--- src/rtl/rgb2hsv_stream.sv ---
// rgb2hsv_stream: one-pixel-at-a-time RGB to HSV/HSL converter.
//
// A pixel is accepted in IDLE. It then takes one cycle for max/min, one
// cycle to set up the divide operands, W restoring-divide iterations plus
// one finishing cycle that applies the hue offset. The result is then held
// until the consumer takes it.
//
// Ports:
//   clock     - single clock, rising edge
//   reset     - synchronous, active-low
//   in_valid  - r/g/b/mode carry a pixel
//   in_ready  - block is idle and will take a pixel
//   r, g, b   - unsigned W-bit colour channels
//   mode      - 0: HSV, 1: HSL (third output becomes lightness)
//   out_valid - h/s/v hold a result
//   out_ready - consumer takes the result
//   h, s, v   - hue, saturation, value or lightness (W bits each)
module rgb2hsv_stream #(
    parameter int W = 8
) (
    input  logic         clock,
    input  logic         reset,
    input  logic         in_valid,
    output logic         in_ready,
    input  logic [W-1:0] r,
    input  logic [W-1:0] g,
    input  logic [W-1:0] b,
    input  logic         mode,
    output logic         out_valid,
    input  logic         out_ready,
    output logic [W-1:0] h,
    output logic [W-1:0] s,
    output logic [W-1:0] v
);

    localparam int MAXV = (1 << W) - 1;
    // Wide enough for 6*delta shifted left by W-1.
    localparam int DW = 2 * W + 3;
    localparam int CW = $clog2(W + 1);
    localparam logic [DW-1:0] MAXV_D = DW'(MAXV);
    localparam logic [W:0]    MAXV_S = (W + 1)'(MAXV);
    localparam logic [W+1:0]  MAXV_H = (W + 2)'(MAXV);
    localparam logic [W+1:0]  OFF_G  = (W + 2)'(MAXV / 3);
    localparam logic [W+1:0]  OFF_B  = (W + 2)'(2 * MAXV / 3);
    localparam logic [CW-1:0] LAST   = CW'(W);

    typedef enum logic [2:0] {
        IDLE   = 3'd0,
        MINMAX = 3'd1,
        SETUP  = 3'd2,
        DIVIDE = 3'd3,
        HOLD   = 3'd4
    } state_t;

    state_t        state_r;
    logic          in_ready_r, out_valid_r, mode_r;
    logic [W-1:0]  rl_r, gl_r, bl_r, max_r, min_r;
    logic [1:0]    sel_r;
    logic [DW-1:0] rem_s_r, rem_h_r, dsh_s_r, dsh_h_r;
    logic [W-1:0]  qs_r, qh_r, vres_r, h_r, s_r, v_r;
    logic          zs_r, zh_r, neg_r;
    logic [W+1:0]  off_r;
    logic [CW-1:0] cnt_r;

    logic [W-1:0]  max_s, min_s;
    logic [1:0]    sel_s;
    logic [W-1:0]  delta_s, pa_s, pb_s, adiff_s, vres_s;
    logic [W:0]    sum_s, sden_s;
    logic          neg_s;
    logic [W+1:0]  off_s;
    logic [DW-1:0] snum_s, hnum_s, hden_s;
    logic [W-1:0]  qs_f_s;
    logic [W+1:0]  qh_w_s, hue_w_s;

    assign in_ready  = in_ready_r;
    assign out_valid = out_valid_r;
    assign h = h_r;
    assign s = s_r;
    assign v = v_r;

    // Max/min of the latched pixel; ties for max go r, then g, then b.
    always_comb begin
        max_s = bl_r;
        sel_s = 2'd2;
        min_s = bl_r;
        if (rl_r >= gl_r && rl_r >= bl_r) begin
            max_s = rl_r;
            sel_s = 2'd0;
        end else if (gl_r >= bl_r) begin
            max_s = gl_r;
            sel_s = 2'd1;
        end else begin
            max_s = bl_r;
            sel_s = 2'd2;
        end
        if (rl_r <= gl_r && rl_r <= bl_r) begin
            min_s = rl_r;
        end else if (gl_r <= bl_r) begin
            min_s = gl_r;
        end else begin
            min_s = bl_r;
        end
    end

    // Divide operands for saturation and hue, built from max/min.
    always_comb begin
        delta_s = max_r - min_r;
        sum_s   = {1'b0, max_r} + {1'b0, min_r};
        if (!mode_r) begin
            sden_s = {1'b0, max_r};
            vres_s = max_r;
        end else if (sum_s <= MAXV_S) begin
            sden_s = sum_s;
            vres_s = sum_s[W:1];
        end else begin
            // 2*MAXV - sum, written so no intermediate exceeds W+1 bits.
            sden_s = MAXV_S - (sum_s - MAXV_S);
            vres_s = sum_s[W:1];
        end
        case (sel_r)
            2'd0: begin
                pa_s  = gl_r;
                pb_s  = bl_r;
                off_s = '0;
            end
            2'd1: begin
                pa_s  = bl_r;
                pb_s  = rl_r;
                off_s = OFF_G;
            end
            default: begin
                pa_s  = rl_r;
                pb_s  = gl_r;
                off_s = OFF_B;
            end
        endcase
        neg_s = (pa_s < pb_s);
        if (neg_s) begin
            adiff_s = pb_s - pa_s;
        end else begin
            adiff_s = pa_s - pb_s;
        end
        snum_s = MAXV_D * DW'(delta_s);
        hnum_s = MAXV_D * DW'(adiff_s);
        hden_s = (DW'(delta_s) << 2) + (DW'(delta_s) << 1);
    end

    // Final quotients with zero divisors forced to 0, and hue at W+2 bits.
    always_comb begin
        qs_f_s = zs_r ? '0 : qs_r;
        qh_w_s = zh_r ? '0 : {2'b00, qh_r};
        if (neg_r && qh_w_s > off_r) begin
            hue_w_s = MAXV_H - qh_w_s + off_r;
        end else if (neg_r) begin
            hue_w_s = off_r - qh_w_s;
        end else begin
            hue_w_s = off_r + qh_w_s;
        end
    end

    // Control FSM, operand registers, dual restoring divider and outputs.
    always_ff @(posedge clock) begin
        if (!reset) begin
            state_r     <= IDLE;
            in_ready_r  <= 1'b0;
            out_valid_r <= 1'b0;
            mode_r      <= 1'b0;
            rl_r        <= '0;
            gl_r        <= '0;
            bl_r        <= '0;
            max_r       <= '0;
            min_r       <= '0;
            sel_r       <= 2'd0;
            rem_s_r     <= '0;
            rem_h_r     <= '0;
            dsh_s_r     <= '0;
            dsh_h_r     <= '0;
            qs_r        <= '0;
            qh_r        <= '0;
            zs_r        <= 1'b0;
            zh_r        <= 1'b0;
            neg_r       <= 1'b0;
            off_r       <= '0;
            vres_r      <= '0;
            cnt_r       <= '0;
            h_r         <= '0;
            s_r         <= '0;
            v_r         <= '0;
        end else begin
            case (state_r)
                IDLE: begin
                    out_valid_r <= 1'b0;
                    if (in_valid && in_ready_r) begin
                        rl_r       <= r;
                        gl_r       <= g;
                        bl_r       <= b;
                        mode_r     <= mode;
                        in_ready_r <= 1'b0;
                        state_r    <= MINMAX;
                    end else begin
                        in_ready_r <= 1'b1;
                    end
                end
                MINMAX: begin
                    max_r   <= max_s;
                    min_r   <= min_s;
                    sel_r   <= sel_s;
                    state_r <= SETUP;
                end
                SETUP: begin
                    // Divisors start aligned to the quotient MSB.
                    rem_s_r <= snum_s;
                    rem_h_r <= hnum_s;
                    dsh_s_r <= DW'(sden_s) << (W - 1);
                    dsh_h_r <= hden_s << (W - 1);
                    zs_r    <= (sden_s == '0);
                    zh_r    <= (delta_s == '0);
                    neg_r   <= neg_s;
                    off_r   <= off_s;
                    vres_r  <= vres_s;
                    qs_r    <= '0;
                    qh_r    <= '0;
                    cnt_r   <= '0;
                    state_r <= DIVIDE;
                end
                DIVIDE: begin
                    if (cnt_r == LAST) begin
                        // Extra cycle after the W iterations applies the offset.
                        h_r         <= hue_w_s[W-1:0];
                        s_r         <= qs_f_s;
                        v_r         <= vres_r;
                        out_valid_r <= 1'b1;
                        state_r     <= HOLD;
                    end else begin
                        if (rem_s_r >= dsh_s_r) begin
                            rem_s_r <= rem_s_r - dsh_s_r;
                            qs_r    <= {qs_r[W-2:0], 1'b1};
                        end else begin
                            qs_r    <= {qs_r[W-2:0], 1'b0};
                        end
                        if (rem_h_r >= dsh_h_r) begin
                            rem_h_r <= rem_h_r - dsh_h_r;
                            qh_r    <= {qh_r[W-2:0], 1'b1};
                        end else begin
                            qh_r    <= {qh_r[W-2:0], 1'b0};
                        end
                        dsh_s_r <= dsh_s_r >> 1;
                        dsh_h_r <= dsh_h_r >> 1;
                        cnt_r   <= cnt_r + CW'(1);
                    end
                end
                HOLD: begin
                    if (out_ready) begin
                        out_valid_r <= 1'b0;
                        in_ready_r  <= 1'b1;
                        state_r     <= IDLE;
                    end else begin
                        out_valid_r <= 1'b1;
                    end
                end
                default: begin
                    state_r     <= IDLE;
                    in_ready_r  <= 1'b0;
                    out_valid_r <= 1'b0;
                end
            endcase
        end
    end

endmodule

--- config.mk ---
export PLATFORM = sky130hd
export DESIGN_NAME = rgb2hsv_stream
export DESIGN_NICKNAME = d
export VERILOG_FILES = /design/src/rtl/rgb2hsv_stream.sv
export SDC_FILE = /design/constraint.sdc
export NUM_CORES = 1
export LEC_CHECK = 0
export BUFFER_PORTS_ARGS = -buffer_cell sky130_fd_sc_hd__buf_4
export CORE_MARGIN = 8
export CORE_UTILIZATION = 44
export CTS_CLUSTER_DIAMETER = 100
export DETAILED_ROUTE_END_ITERATION = 6
export GPL_ROUTABILITY_DRIVEN = 0
export PLACE_DENSITY = 0.64
export SLEW_MARGIN = 40
export SYNTH_ARGS = -nofsm -noshare
export SYNTH_HDL_FRONTEND = slang
export SYNTH_SLANG_ARGS = --single-unit
--- constraint.sdc ---
create_clock -name clock -period 11.9 [get_ports clock]
set_input_delay 1.19 -clock clock [delete_from_list [all_inputs] [get_ports clock]]
set_output_delay 1.19 -clock clock [all_outputs]
set_load 0.02 [all_outputs]
=== Yosys cells after proc, flatten, opt, wreduce, memory -nomap -nowiden ===
Cells that the tools add are included.

* Register bits after elaboration: 187
* Output and inout port bits: 26
* Word-level logic and storage cells: 130

* Add/subtract/negate cells: 14
* $mul: 2
* Order comparisons: 11
* Eq/ne operators: 12
* Mux-type cells: 45
* Bitwise gates (word level): 2
* Reductions and logical operators: 19

{| class="wikitable"
|+ Operators by type and width
! cell !! number
|-
| $pmux 19 s2 || 4
|-
| $mux 19 || 6
|-
| $mux 8 || 12
|-
| $pmux 8 s2 || 5
|-
| $ge 19x19->1 || 2
|-
| $sub 19x19->19 || 2
|-
| $mul 8x8->16 const A || 2
|-
| $sub 8x8->8 || 4
|-
| $ge 8x8->1 || 3
|-
| $le 8x8->1 || 3
|-
| $mux 9 || 2
|-
| $add 8x8->8 || 2
|-
| $pmux 3 s5 || 1
|-
| $ne 2x2->1 const B || 6
|-
| $add 10x9->11 || 1
|-
| $reduce_and 2->1 || 5
|-
| $add 8x8->9 || 1
|-
| $le 9x8->1 const B || 1
|-
| $logic_not 9->1 || 1
|-
| $mux 3 || 3
|-
| $reduce_and 3->1 || 3
|-
| $sub 8x9->9 const A || 1
|-
| $sub 9x8->9 const B || 1
|-
| $gt 8x8->1 || 1
|-
| 21 further kinds || 33
|}

=== Logic depth before layout (Yosys ltp) ===
* Depth in word-level cells: 6
* Gate-level depth with buffers: 34
* Mapped depth without buffers: 32

=== Least setup slack after synthesis ===
No wires, ideal clock.

* Kind: reg2reg
* From: register sel_r[0]
* To: register rem_h_r[15]
* Arrival: 7.414 ns
* Setup slack: 4.364 ns
* Cell stages (with the launch flop): 32
* Path buffers: 2
* Clock period less this slack: 7.536 ns
* Cell sequence: dfxtp_1 clkbuf_1 buf_1 mux2i_1 o21a_1 ha_1 a21o_1 a21oi_1 a21oi_1 o21ai_2 mux2i_1 o22ai_1 a211oi_1 xor2_1 inv_1 fa_1 inv_1 fa_1 inv_1 fa_1 inv_1 fa_1 inv_1 ha_1 or2_2 a21oi_1 a211oi_1 o31a_1 nand4_1 o21ai_0 a211oi_1 a21oi_1

* Word-level cells in the longest chain between the ends: 6

{| class="wikitable"
|+ RTL lines
! item !! RTL line !! source
|-
| start: declaration || 58 || <nowiki>logic [1:0] sel_r;</nowiki>
|-
| start signal: assignment || 207 || <nowiki>sel_r <= sel_s;</nowiki>
|-
| $eq 2x1->1 or $logic_not 2->1 (tied branches) || 120 || <nowiki>case (sel_r)</nowiki>
|-
| $pmux 8 s2 || 120 ||
|-
| $sub 8x8->8, or another cell as far along || 141 || <nowiki>adiff_s = pa_s - pb_s;</nowiki>
|-
| $mux 8 * || 138 || <nowiki>if (neg_s) begin</nowiki>
|-
| $mul 8x8->16 * || 144 || <nowiki>hnum_s = MAXV_D * DW'(adiff_s);</nowiki>
|-
| $pmux 19 s2 * || 190 || <nowiki>case (state_r)</nowiki>
|-
| end signal: assignment || 213 || <nowiki>rem_h_r <= hnum_s;</nowiki>
|-
| end signal: assignment || 242 || <nowiki>rem_h_r <= rem_h_r - dsh_h_r;</nowiki>
|-
| end: declaration || 59 || <nowiki>logic [DW-1:0] rem_s_r, rem_h_r, dsh_s_r, dsh_h_r;</nowiki>
|}

Every way passes the cells marked *; elsewhere a longest branch is shown, timed or not.
A chain may end at the register's enable or synchronous reset.

=== Final worst setup path ===
Ends and elaborated chain as after synthesis.

==> results by group <==
Synth
  • Yosys top cell area share: 23.18%
  • Largest cells by area after synthesis: sky130_fd_sc_hd__dfxtp_1 23%, sky130_fd_sc_hd__ha_1 15%, sky130_fd_sc_hd__fa_1 7.1%, sky130_fd_sc_hd__a21oi_1 6.2%, sky130_fd_sc_hd__nand2_1 5.2%
  • Distinct cell type count of the synthesized netlist: 89
  • Share of async-settable or async-resettable flops after synthesis: 0%
  • Number of enable flip-flop cells after synthesis: 0
  • Sequential share of the synthesized area: 23.18%
  • Cell taking the most area after synthesis: sky130_fd_sc_hd__dfxtp_1
  • Synthesized netlist cell count: 1925
  • Post-Synthesis Net Count: 2195
  • Mean post-synth cell area: 7.942 um^2
  • Most frequent cell after synthesis: sky130_fd_sc_hd__nand2_1
  • Count of synthesis-stage warnings from yosys: 0
  • Post-Synthesis Cell Area: 15290 um^2
  • Leading post-synthesis cells by instance count: 211 x sky130_fd_sc_hd__nand2_1, 206 x sky130_fd_sc_hd__inv_1, 189 x sky130_fd_sc_hd__a21oi_1, 187 x sky130_fd_sc_hd__ha_1, 177 x sky130_fd_sc_hd__dfxtp_1
  • Flops & latches, synth: 177
  • Top flip-flop cell by instance count after synthesis: sky130_fd_sc_hd__dfxtp_1

Layout
  • # fillers: 3398
  • Multi-input logic area: 10630 um^2
  • Total Nets Final: 2192
  • Layout area overhead: 8.831%
  • Diode count: 0
  • Layout cell share with drive strength beyond 1: 7.649%
  • Area occupied by registers: 3547 um^2

Detailed routing
  • DR pass1 iterations: 5
  • Number of vias after detailed routing: 13110
  • Wire per inst: 15.85 um
  • ANT nets after route: 0
  • Mean number of vias per cell: 5.484
  • Final routed DRC violation total: 0
  • Number of violations reported at the end of detailed-routing iteration 0: 702
  • Total wire length: 37880 um

Floorplanning
  • Floorplan die area: 40970 um^2
  • Placeable Area: 34370 um^2
  • Die Width: 202.4 um
  • Height of the chip: 202.4 um
  • Initial Util: 44.48%
  • Num ports: 55
  • # rows: 68

Setup path
  • Peak fanout along the critical path: 18
  • Type of destination of the critical path: register
  • Reg2reg path depth: 30
  • Launch point of the critical path: sel_r[0]$_SDFFE_PN0P_
  • Slowest cell delay on critical path: 0.64 ns
  • Worst setup SP type: register
  • Number of buffer and inverter stages on the critical path: 6
  • Kind of cell with the highest combined delay on the critical path: compound AO/OA/AOI/OAI gates
  • Slowest-stage cell, CP: sky130_fd_sc_hd__dfxtp_2
  • Crit-path most repeated cell: sky130_fd_sc_hd__inv_1
  • Reg-to-reg endpoint: rem_h_r[15]$_SDFFE_PN0P_
  • Arrival @ worst endpoint: 8.73 ns
  • Critical Setup Path Class: reg -> reg
  • Critical R2R Launch: sel_r[0]$_SDFFE_PN0P_
  • Flop2flop setup slack: 3.48 ns
  • Crit path required time: 12.21 ns

Global routing
  • Wire length of the first global-routing pass: 62850 um
  • Number of global-route vias before repair: 12600
  • Global Route Usage Sum: 18.28%
  • Pin count of the biggest net entering global routing: 95
  • Leftover overflow at the end of global routing: 0
  • Antenna violations before repair: 0

Clock tree
  • CTS sink cnt: 177
  • Clock tree from TritonCTS: yes
  • CTS Root Cell: sky130_fd_sc_hd__clkbuf_16
  • Clock latency on the worst-skew pair: 0.44 ns
  • Post-CTS repair timing setup buffer count: 0
  • Buffers from clock root to sink, at most: 2
  • Maximum level of the CTS H-tree: 4
  • Post-CTS Hold Fix Bufs: 0
  • Clock buffers created by TritonCTS: 17
  • Total of cells resized after clock tree synthesis: 0
  • Clk pin slew, worst setup/hold paths: 0.07 ns

Timing
  • Max_slew headroom: 49.90%
  • RSZ-0062 raised after global routing: false
  • Worst clock skew: 0.009303 ns
  • Hold Vio Cnt, Final: 0
  • Count of final max-slew check failures: 0
  • Final setup violating endpoints: 0
  • Final critical delay including setup and external delays: 8.424 ns
  • Maximum clock frequency: 118.7 MHz
  • Tcrit/Tclk final: 70.79%
  • Measured slew at the worst slew-check pin: 0.7325 ns
  • Accumulated negative setup slack: 0 ns

Hold path
  • Worst min-delay path category: reg -> reg
  • Hold Startpoint: h[3]$_SDFFE_PN0P_
  • End point of the most critical hold path: h[3]$_SDFFE_PN0P_
  • Depth of the worst hold-timing path: 2

Run status
  • Outcome: completed

Placement
  • Port buffer count: 54
  • Dpl hpwl: 28200 um

Job
  • Number of violations of the max-capacitance limit: 0
flip-flops by register name (all words and copies together), names as in the netlist, 2 cells and up:
signal   cells
rem_h_r     19
rem_s_r     19
dsh_h_r     18
dsh_s_r     16
bl_r         8
gl_r         8
h            8
max_r        8
min_r        8
qh_r         8
qs_r         8
rl_r         8
s            8
v            8
vres_r       8
cnt_r        4
state_r      3
off_r        2
sel_r        2
tightest hold or removal path, stage by stage, from the launching register on:
cell and delay (ns):
sky130_fd_sc_hd__dfxtp_1 0.31, sky130_fd_sc_hd__nand2_1 0.05, sky130_fd_sc_hd__a21oi_1 0.05
cells in the final DEF, fill, tap and decap left out, types with 38 or more instances in the layout:
| cell | instances |
|---|---|
| sky130_fd_sc_hd__nand2_1 | 210 |
| sky130_fd_sc_hd__nand3_1 | 61 |
| sky130_fd_sc_hd__buf_4 | 66 |
| sky130_fd_sc_hd__inv_1 | 206 |
| sky130_fd_sc_hd__o21ai_0 | 90 |
| sky130_fd_sc_hd__a21oi_1 | 189 |
| sky130_fd_sc_hd__fa_1 | 54 |
| sky130_fd_sc_hd__nor2_1 | 130 |
| sky130_fd_sc_hd__dfxtp_1 | 174 |
| sky130_fd_sc_hd__mux2i_1 | 38 |
| sky130_fd_sc_hd__ha_1 | 187 |
| sky130_fd_sc_hd__xnor2_1 | 54 |
stage by stage:
stage               hold slack, ns  cell area [um^2]  utilization, %  cells  setup WS (ns)
floorplan                   0.4288             15290               -   1925          4.364
global placement            0.4399             16000           46.56   2357          3.497
detailed placement          0.4463             16020           46.61   2357          3.244
CTS                         0.4540             16630           48.38   2389          3.192
global route                0.4696             16640           48.41   2390          2.843
finish                      0.4505             16640           48.41   2390          3.476
logic make-up after synthesis:
group,synth area share (%)
XOR/XNOR,5.205
AND/OR/NAND/NOR,18.19
flip-flops,23.18
adder cells (fa/ha/maj),22.37
AO/OA/AOI/OAI,20.53
buffers and inverters,7.562
multiplexers,2.954
cell type report:
| class | instances | share of cell area (%) |
|---|---|---|
| Inverter | 207 | 4.685 |
| Clock inverter | 14 | 1.075 |
| Sequential cell | 177 | 21.32 |
| Timing Repair Buffer | 67 | 3.046 |
| Clock buffer | 18 | 2.579 |
| Tap cell | 455 | 3.422 |
| Multi-Input combinational cell | 1452 | 63.87 |
per-layer routing:
metal / GRT usage (%) / share of wire [%] / vias to the layer above
li1: - / - / 6634
met1: 24.41 / 48 / 6152
met2: 30.20 / 46 / 268
met3: 2.690 / 4.3 / 53
met4: 5.361 / 1.8 / 0
met5: 0 / 0 / -
worst max path at each step:
stage	to	slack (ns)	cells after the start
after floorplan	rem_h_r[15]$_SDFFE_PN0P_	4.36	31
after global placement	rem_h_r[15]$_SDFFE_PN0P_	3.50	30
after detailed placement	rem_h_r[15]$_SDFFE_PN0P_	3.24	30
after CTS	rem_h_r[15]$_SDFFE_PN0P_	3.19	30
after global routing	rem_h_r[15]$_SDFFE_PN0P_	2.84	30
final	rem_h_r[15]$_SDFFE_PN0P_	3.48	30
Power is left out: the tool's default activity adds up to more than one toggle a clock period on the data nets, which glitch-free logic cannot reach.
